### src/rtl/mdu_pkg.sv
// Shared constants, encodings and operation context for the multiply/divide unit.
package mdu_pkg;

  localparam int unsigned XLEN     = 32;
  localparam int unsigned ACC_W    = 2 * XLEN + 1;
  localparam int unsigned MDU_ITER = 32;
  localparam int unsigned CNT_W    = 6;

  typedef enum logic [1:0] {
    OP_MULT  = 2'b00,
    OP_MULTU = 2'b01,
    OP_DIV   = 2'b10,
    OP_DIVU  = 2'b11
  } op_e;

  typedef enum logic [1:0] {
    IDLE   = 2'b00,
    CALC   = 2'b01,
    FINISH = 2'b10
  } state_e;

  // Per-operation information captured at launch and consumed at FINISH
  typedef struct packed {
    logic            is_div;
    logic            neg_res;
    logic            neg_rem;
    logic            div_zero;
    logic [XLEN-1:0] a_raw;
  } mdu_ctx_t;

  // Magnitude of x when treated as signed; 0x8000_0000 maps to itself as unsigned
  function automatic logic [XLEN-1:0] abs_val(input logic [XLEN-1:0] x, input logic sgn);
    return (sgn && x[XLEN-1]) ? XLEN'(-x) : x;
  endfunction

endpackage

### src/rtl/mdu_step.sv
// One iteration of the datapath: shift-add for multiply, restoring shift-subtract for divide.
module mdu_step
  import mdu_pkg::*;
(
  input  logic             is_div,
  input  logic [ACC_W-1:0] acc,
  input  logic [XLEN-1:0]  opnd,
  output logic [ACC_W-1:0] acc_next_c
);

  logic [XLEN:0]    sum;
  logic [XLEN:0]    rem;
  logic [XLEN:0]    diff;
  logic [ACC_W-1:0] sh;

  // Upper half accumulates / holds the partial remainder; lower half is multiplier / quotient
  always_comb begin
    sum  = acc[ACC_W-1:XLEN] + (acc[0] ? {1'b0, opnd} : {(XLEN+1){1'b0}});
    sh   = {acc[ACC_W-2:0], 1'b0};
    rem  = sh[ACC_W-1:XLEN];
    diff = rem - {1'b0, opnd};
    if (is_div) begin
      acc_next_c = (rem >= {1'b0, opnd}) ? {diff, sh[XLEN-1:1], 1'b1} : sh;
    end else begin
      acc_next_c = {1'b0, sum, acc[XLEN-1:1]};
    end
  end

endmodule

### src/rtl/mul_div_unit.sv
// Iterative 32-bit MIPS multiply/divide unit owning the HI/LO register pair.
module mul_div_unit
  import mdu_pkg::*;
(
  input  logic            clk,
  input  logic            rst_n,
  input  logic            start,
  input  logic [1:0]      op,
  input  logic [XLEN-1:0] src_a,
  input  logic [XLEN-1:0] src_b,
  input  logic            hi_wen,
  input  logic            lo_wen,
  input  logic [XLEN-1:0] mt_data,
  output logic [XLEN-1:0] hi,
  output logic [XLEN-1:0] lo,
  output logic            busy,
  output logic            done
);

  state_e           state;
  logic [CNT_W-1:0] cnt;
  logic [ACC_W-1:0] acc;
  logic [ACC_W-1:0] acc_next_c;
  logic [XLEN-1:0]  opnd;
  mdu_ctx_t         ctx;

  logic             op_div;
  logic             op_sgn;
  logic [XLEN-1:0]  a_abs;
  logic [XLEN-1:0]  b_abs;
  logic [2*XLEN-1:0] prod;
  logic [XLEN-1:0]  quo;
  logic [XLEN-1:0]  rem;
  logic [XLEN-1:0]  hi_fin;
  logic [XLEN-1:0]  lo_fin;

  mdu_step u_step (
    .is_div     (ctx.is_div),
    .acc        (acc),
    .opnd       (opnd),
    .acc_next_c (acc_next_c)
  );

  // Operand magnitudes for launch
  always_comb begin
    op_div = op[1];
    op_sgn = ~op[0];
    a_abs  = abs_val(src_a, op_sgn);
    b_abs  = abs_val(src_b, op_sgn);
  end

  // Sign correction and divide-by-zero override of the final accumulator
  always_comb begin
    prod = ctx.neg_res ? (2*XLEN)'(-acc[2*XLEN-1:0]) : acc[2*XLEN-1:0];
    quo  = ctx.neg_res ? XLEN'(-acc[XLEN-1:0]) : acc[XLEN-1:0];
    rem  = ctx.neg_rem ? XLEN'(-acc[2*XLEN-1:XLEN]) : acc[2*XLEN-1:XLEN];
    if (!ctx.is_div) begin
      hi_fin = prod[2*XLEN-1:XLEN];
      lo_fin = prod[XLEN-1:0];
    end else if (ctx.div_zero) begin
      hi_fin = ctx.a_raw;
      lo_fin = {XLEN{1'b1}};
    end else begin
      hi_fin = rem;
      lo_fin = quo;
    end
  end

  // Control FSM, iteration state and HI/LO registers
  always_ff @(posedge clk or negedge rst_n) begin
    if (!rst_n) begin
      state <= IDLE;
      cnt   <= '0;
      acc   <= '0;
      opnd  <= '0;
      ctx   <= '0;
      hi    <= '0;
      lo    <= '0;
      busy  <= 1'b0;
      done  <= 1'b0;
    end else begin
      done <= 1'b0;
      case (state)
        IDLE: begin
          if (start) begin
            ctx.is_div   <= op_div;
            ctx.neg_res  <= op_sgn & (src_a[XLEN-1] ^ src_b[XLEN-1]);
            ctx.neg_rem  <= op_sgn & src_a[XLEN-1];
            ctx.div_zero <= (src_b == '0);
            ctx.a_raw    <= src_a;
            opnd         <= op_div ? b_abs : a_abs;
            acc          <= {{(XLEN+1){1'b0}}, (op_div ? a_abs : b_abs)};
            cnt          <= '0;
            busy         <= 1'b1;
            state        <= CALC;
          end else begin
            if (hi_wen) hi <= mt_data;
            if (lo_wen) lo <= mt_data;
          end
        end
        CALC: begin
          acc <= acc_next_c;
          cnt <= cnt + CNT_W'(1);
          if (cnt == CNT_W'(MDU_ITER - 1)) state <= FINISH;
        end
        FINISH: begin
          hi    <= hi_fin;
          lo    <= lo_fin;
          busy  <= 1'b0;
          done  <= 1'b1;
          state <= IDLE;
        end
        default: state <= IDLE;
      endcase
    end
  end

endmodule
### config.mk
export PLATFORM = sky130hd
export DESIGN_NAME = mul_div_unit
export DESIGN_NICKNAME = d
export VERILOG_FILES = /design/src/rtl/mdu_pkg.sv /design/src/rtl/mdu_step.sv /design/src/rtl/mul_div_unit.sv
export SDC_FILE = /design/constraint.sdc
export NUM_CORES = 1
export LEC_CHECK = 0
export BUFFER_PORTS_ARGS = -buffer_cell sky130_fd_sc_hd__buf_2
export CAP_MARGIN = 15
export CORE_AREA = 10 10 183 185
export CTS_BUF_LIST = sky130_fd_sc_hd__clkbuf_4 sky130_fd_sc_hd__clkbuf_8
export DETAILED_ROUTE_END_ITERATION = 12
export DIE_AREA = 0 0 193 195
export GPL_TIMING_DRIVEN = 0
export PLACE_DENSITY = 0.78
export SYNTH_ARGS = -nofsm -noshare
export SYNTH_HDL_FRONTEND = slang
export SYNTH_SLANG_ARGS = --single-unit
### constraint.sdc
create_clock -name clk -period 4.3 [get_ports clk]
set_clock_uncertainty 0.2 [all_clocks]
set_input_delay 0.43 -clock clk [delete_from_list [all_inputs] [get_ports clk]]
set_output_delay 0.43 -clock clk [all_outputs]
set_load 0.005 [all_outputs]
---- After elaboration in Yosys (flattened, before gate mapping) ----
Cells that the tools add are included.
word-level totals
  register bits ........................... 207
  output and inout port bits .............. 66
  bits of input ports ..................... 103
  word-level logic and storage cells ...... 76
operators by class
  bitwise logic cells ..................... 4
  order comparisons ....................... 1
  multiplexer cells ....................... 30
  reduce and logical (&&, ||, !) cells .... 12
  eq/ne operators ......................... 8
  $add $sub $neg .......................... 8
operators with widths
  operator                                             count
  2-to-1 mux 32 bit                                    15
  2-to-1 mux 65 bit                                    3
  case mux 65 bit (2 select lines)                     1
  negation 32 bit                                      4
  case mux 32 bit (2 select lines)                     2
  2-to-1 mux 64 bit                                    1
  negation 64 bit                                      1
  adder 33 bit                                         1
  greater-or-equal comparator 33 x 32 -> 1 bit         1
  subtractor 33 x 32 -> 33 bit                         1
  logical NOT 32 bit                                   1
  case mux 6 bit (2 select lines)                      1
  != test 2 bit, second input constant                 5
  AND reduction 2 bit                                  4
  adder 6 x 1 -> 6 bit, second input constant          1
  equality test 6 x 5 -> 1 bit, second input constant  1
  2-to-1 mux 6 bit                                     1
  AND reduction 3 bit                                  2
  2-to-1 mux 2 bit                                     2
  case mux 2 bit (2 select lines)                      1
  nonzero test 2 bit                                   2
  bitwise AND 1 bit                                    2
  equality test 2 x 1 -> 1 bit, second input constant  1
  equality test 2 bit, second input constant           1
  6 further kinds                                      8

---- Logic depth before layout (Yosys ltp) ----
  depth in word-level cells ............... 6
  mapped depth ............................ 16
  depth with buffers taken out ............ 14

---- By module ----
A second synthesis with hierarchy kept.
second synthesis, totals
  cell total of the unflattened synthesis .. 2275
  area, all modules ....................... 17986.0 µm²
modules (own cells, without submodules)
  module        cells an instance  times used  area each (µm²)  sequential area each (µm²)
  mul_div_unit  1541               1           13048.8          5180.0
  mdu_step      734                1           4937.2           0.0

---- Worst setup path after synthesis ----
No wires, ideal clock.
  kind .................................... reg-to-reg
  start ................................... register acc[34]
  end ..................................... register hi[31]
  setup time .............................. 0.134 ns
  period minus slack after synthesis ...... 3.814 ns
  arrival time ............................ 3.480 ns
  path buffers ............................ 3
  data required time ...................... 3.966 ns
  path slack .............................. 0.486 ns
  cell stages (with the launch flop) ...... 13
  path through ............................ dfrtp_1 -> buf_6 -> or3_4 -> or4b_4 -> buf_6 -> or3_4 -> or3_1 -> buf_6 -> or4_4 -> o41ai_2 -> xnor2_1 -> a222oi_1 -> o21ai_1
between the ends
  longest elaborated chain between the ends .. 5
  elaborated cells between the ends (all ways) .. 7
  classes of those cells .................. add/sub (2); mux (5)
RTL lines
  item                                RTL line             text
  from (decl)                         mul_div_unit.sv:22   logic [ACC_W-1:0] acc;
  from (signal assigned)              mul_div_unit.sv:92   acc <= {{(XLEN+1){1'b0}}, (op_div ? a_abs : b_abs)};
  from (signal assigned)              mul_div_unit.sv:102  acc <= acc_next_c;
  negation 32 bit                     mul_div_unit.sv:56   rem = ctx.neg_rem ? XLEN'(-acc[2*XLEN-1:XLEN]) : acc[2*XLEN-1:XLEN];
  2-to-1 mux 32 bit                   mul_div_unit.sv:56
  2-to-1 mux 32 bit                   mul_div_unit.sv:60   end else if (ctx.div_zero) begin
  2-to-1 mux 32 bit *                 mul_div_unit.sv:57   if (!ctx.is_div) begin
  case mux 32 bit (2 select lines) *  mul_div_unit.sv:83   case (state)
  to (signal assigned)                mul_div_unit.sv:97   if (hi_wen) hi <= mt_data;
  to (signal assigned)                mul_div_unit.sv:107  hi <= hi_fin;
  to (decl)                           mul_div_unit.sv:14   output logic [XLEN-1:0] hi,
Every way passes the cells marked *; elsewhere a longest branch is shown, timed or not.
A chain may end at the register's enable or synchronous reset.

---- Final worst setup path ----
  start ................................... register acc[31]
  end ..................................... register acc[64]
between the ends
  longest elaborated chain between the ends .. 4
  elaborated cells between the ends (all ways) .. 5
  classes of those cells .................. add/sub (1); order compare (1); mux (3)
RTL lines
  item                                                                                          RTL line                        text
  subtractor 33 x 32 -> 33 bit or greater-or-equal comparator 33 x 32 -> 1 bit (tied branches)  mdu_step.sv:21, mdu_step.sv:23
  2-to-1 mux 65 bit *                                                                           mdu_step.sv:23                  acc_next_c = (rem >= {1'b0, opnd}) ? {diff, sh[XLEN-1:1], 1'b1} : sh;
  2-to-1 mux 65 bit *                                                                           mdu_step.sv:22                  if (is_div) begin
  case mux 65 bit (2 select lines) *                                                            mul_div_unit.sv:83
Marks and branches as above.

==> impl_metrics.toml <==
[detailed_routing]
drtIter0Drc = 2274
dr.pass1.iters = 8
drt-total-wl_um = 71000
drc = 0
vias_per_cell = 6.52
wl_per_cell_um = 24.7
ant_nets = 0
route.vias.total = 18752

[timing]
final_max_slew_viol_count = 0
fin_crit_sh = 0.980
slew_headroom = 0.189
rsz0062_at_grt = "no"
worst_pin_slew_ns = 1.21
hold_viol = 0
setup-violations-final = 0
whs_ns = 0.0148
worst_slack_ns = 0.0881
fmax_mhz = 237
finalCriticalPeriod_ns = 4.21

[floorplan]
core_area_um2 = 30000
fp-row-count = 64
io_pins = 169
fp.dieW_um = 193
die_h_um = 195
initial_core_util = 0.571
design.die.area_um2 = 37600

[yosys]
syn_nets = 2362
syn_area_per_cell_um2 = 7.84
synth-edff-count = 0
synth.area.top_cells = "dfrtp_1 30%, o21ai_0 7.4%, xnor2_1 6.5%"
synth_top_area_cell = "dfrtp_1"
synth_top_area_share = 0.302
ys_ff_latch = 207
syn_inst = 2188
synth_common_cells = "263 x nand2_1, 255 x o21ai_0, 207 x dfrtp_1, 190 x nor2_1, 183 x a21oi_1"
synth.most_common_cell = "nand2_1"
yosysSeqAreaShare = 0.302
synthArstFlopShare = 1.00
syn-cell-area_um2 = 17200
synth_cell_types = 73
synthFlopType = "dfrtp_1"
ys_warn_count = 0

[clock_tree]
cts_buffers = 39
root_buffer = "clkbuf_8"
clk_latency_ns = 0.58
cts.path.max_buffers = 3
htree_levels = 2
cts.sinks = 207
cts_tree = "built"
cts.clk_slew.worst_paths_ns = 0.06

[final_layout]
antenna_cells = 0
design_area_um2 = 20000
fillCellCount = 2606
drive_above_1_share = 0.129
area_growth_pct = 16.5
final_nets = 2622

[global_route]
grt_first_pass_wirelength_um = 106000
grt-ovfl-total = 0
grt_pass1_vias = 17881
grt_max_degree = 113
grt_usage = 0.367
antenna_found_initial = 2

[run]
max_cap_violations = 0

[critical_path]
start_kind = "flip-flop"
r2r-end = "acc[64]"
cp.required_ns = 4.55
rr_worst_depth = 14
crit_fanout = 6
r2r_start = "acc[31]"
arrival_ns = 4.46
end_kind = "flip-flop"
critPathKind = "flip-flop to flip-flop"
r2r_slack_ns = 0.09

[min_path]
hold_class = "primary input to flip-flop"
holdPathEnd = "ctx[29]"
hp-start = "src_a[29]"
whs_path_depth = 2

[run_status]
status = "complete, no violations"

[power]
power_density_nw_per_um2 = 724
ir_drop_mv = 0.384
power.leakage_nw = 8.54

[placement]
post-place-ws_ns = -0.659
portBuffers = 167
place_hpwl_um = 56300
place.gp.congestion = 1.07
place_area_um2 = 18500
-- kinds of logic after synthesis --
group,Yosys count,synth area share
compound gates,708,0.247
simple gates,653,0.173
buf+inv,230,0.0518
xor+xnor,208,0.106
flops,207,0.302
mux,111,0.0675
fa+ha+maj,71,0.0527
-- sequential cells by signal, indices dropped and copies added, names as in the netlist --
register  cells
hi           32
acc          65
cnt           6
ctx          36
done          1
state         2
lo           32
busy          1
opnd         32
-- report_power, final --
part | internal (mW) | switching, mW | leakage, nW
sequential | 2.63 | 0.801 | 2.54
clock | 1.22 | 0.925 | 0.460
combinational | 3.42 | 5.48 | 5.54
total | 7.27 | 7.20 | 8.54
-- layout by cell type (no fill, tap or decap), types with 30 or more instances in the layout --
master and instances:
nand2_1 263, o21ai_0 254, dfrtp_1 206, nor2_1 190, a21oi_1 183, buf_2 166
clkbuf_1 144, xnor2_1 128, xor2_1 80, mux2i_1 74, ha_1 69, inv_1 62
dlygate4sd3_1 52, clkbuf_8 47, mux2_2 37, o22ai_1 36, o31ai_1 33, a21o_1 32
a22oi_1 30
-- through the flow --
stage | setup TNS, ns | util | cells | total power [mW]
6_report | 0 | 0.666 | 2874 | 14.5
5_1_grt | 0 | 0.666 | 2874 | 15.3
4_1_cts | 0 | 0.664 | 2874 | 14.1
3_5_place_dp | -16.36 | 0.617 | 2752 | 11.9
3_3_place_gp | -199.70 | 0.616 | 2751 | 11.7
2_1_floorplan | 0 | - | 2188 | 9.15
-- what timing repair did --
item | CTS | global route
setup buffers | 0 | 3
hold buffers | 52 | 0
gates resized for setup | 13 | 13
setup endpoints to repair | 36 | 35
pin swaps | 0 | 2
endpoints found under the hold margin | 151 | 0
-- layer usage --
metal	wire, um	up-vias	track usage
li1	-	8353	-
met1	27500	8919	0.477
met5	28	-	0
met4	4450	4	0.203
met3	8470	252	0.0950
met2	30600	1224	0.542
-- layout make-up --
type | count | area, um2 | area share
buffer | 163 | 654 | 0.0327
multi-input combinational | 1751 | 11100 | 0.557
timing repair buffer | 223 | 1420 | 0.0709
clock inverter | 13 | 133 | 0.00663
sequential | 207 | 5180 | 0.259
clock buffer | 58 | 729 | 0.0365
tap | 396 | 495 | 0.0248
inverter | 63 | 236 | 0.0118
-- worst max-delay path by stage --
| stage | depth (start not counted) | end | from | slack [ns] |
|---|---|---|---|---|
| global route | 12 | acc[38] | acc[32] | 0.005 |
| finish | 14 | acc[64] | acc[31] | 0.09 |
| detailed placement | 12 | acc[38] | acc[32] | -0.66 |
| global placement | 1 | opnd[11] | rst_n | -0.94 |
| floorplan | 12 | hi[31] | acc[34] | 0.49 |
| CTS | 14 | acc[53] | opnd[28] | 0.04 |
-- critical path, cell delays in order, from the launching register on --
cell and delay, ns:
dfrtp_1 0.49, inv_1 0.13, ha_1 0.19, inv_1 0.07, fa_1 0.42, a211oi_1 0.25
o21ai_0 0.32, nor2_1 0.17, o21ai_0 0.19, a221o_1 0.40, a21boi_2 0.26, o21ai_0 0.17
a211oi_2 0.36, mux2_2 0.37, o21ai_0 0.15
Power figures use the tool's default switching activity.
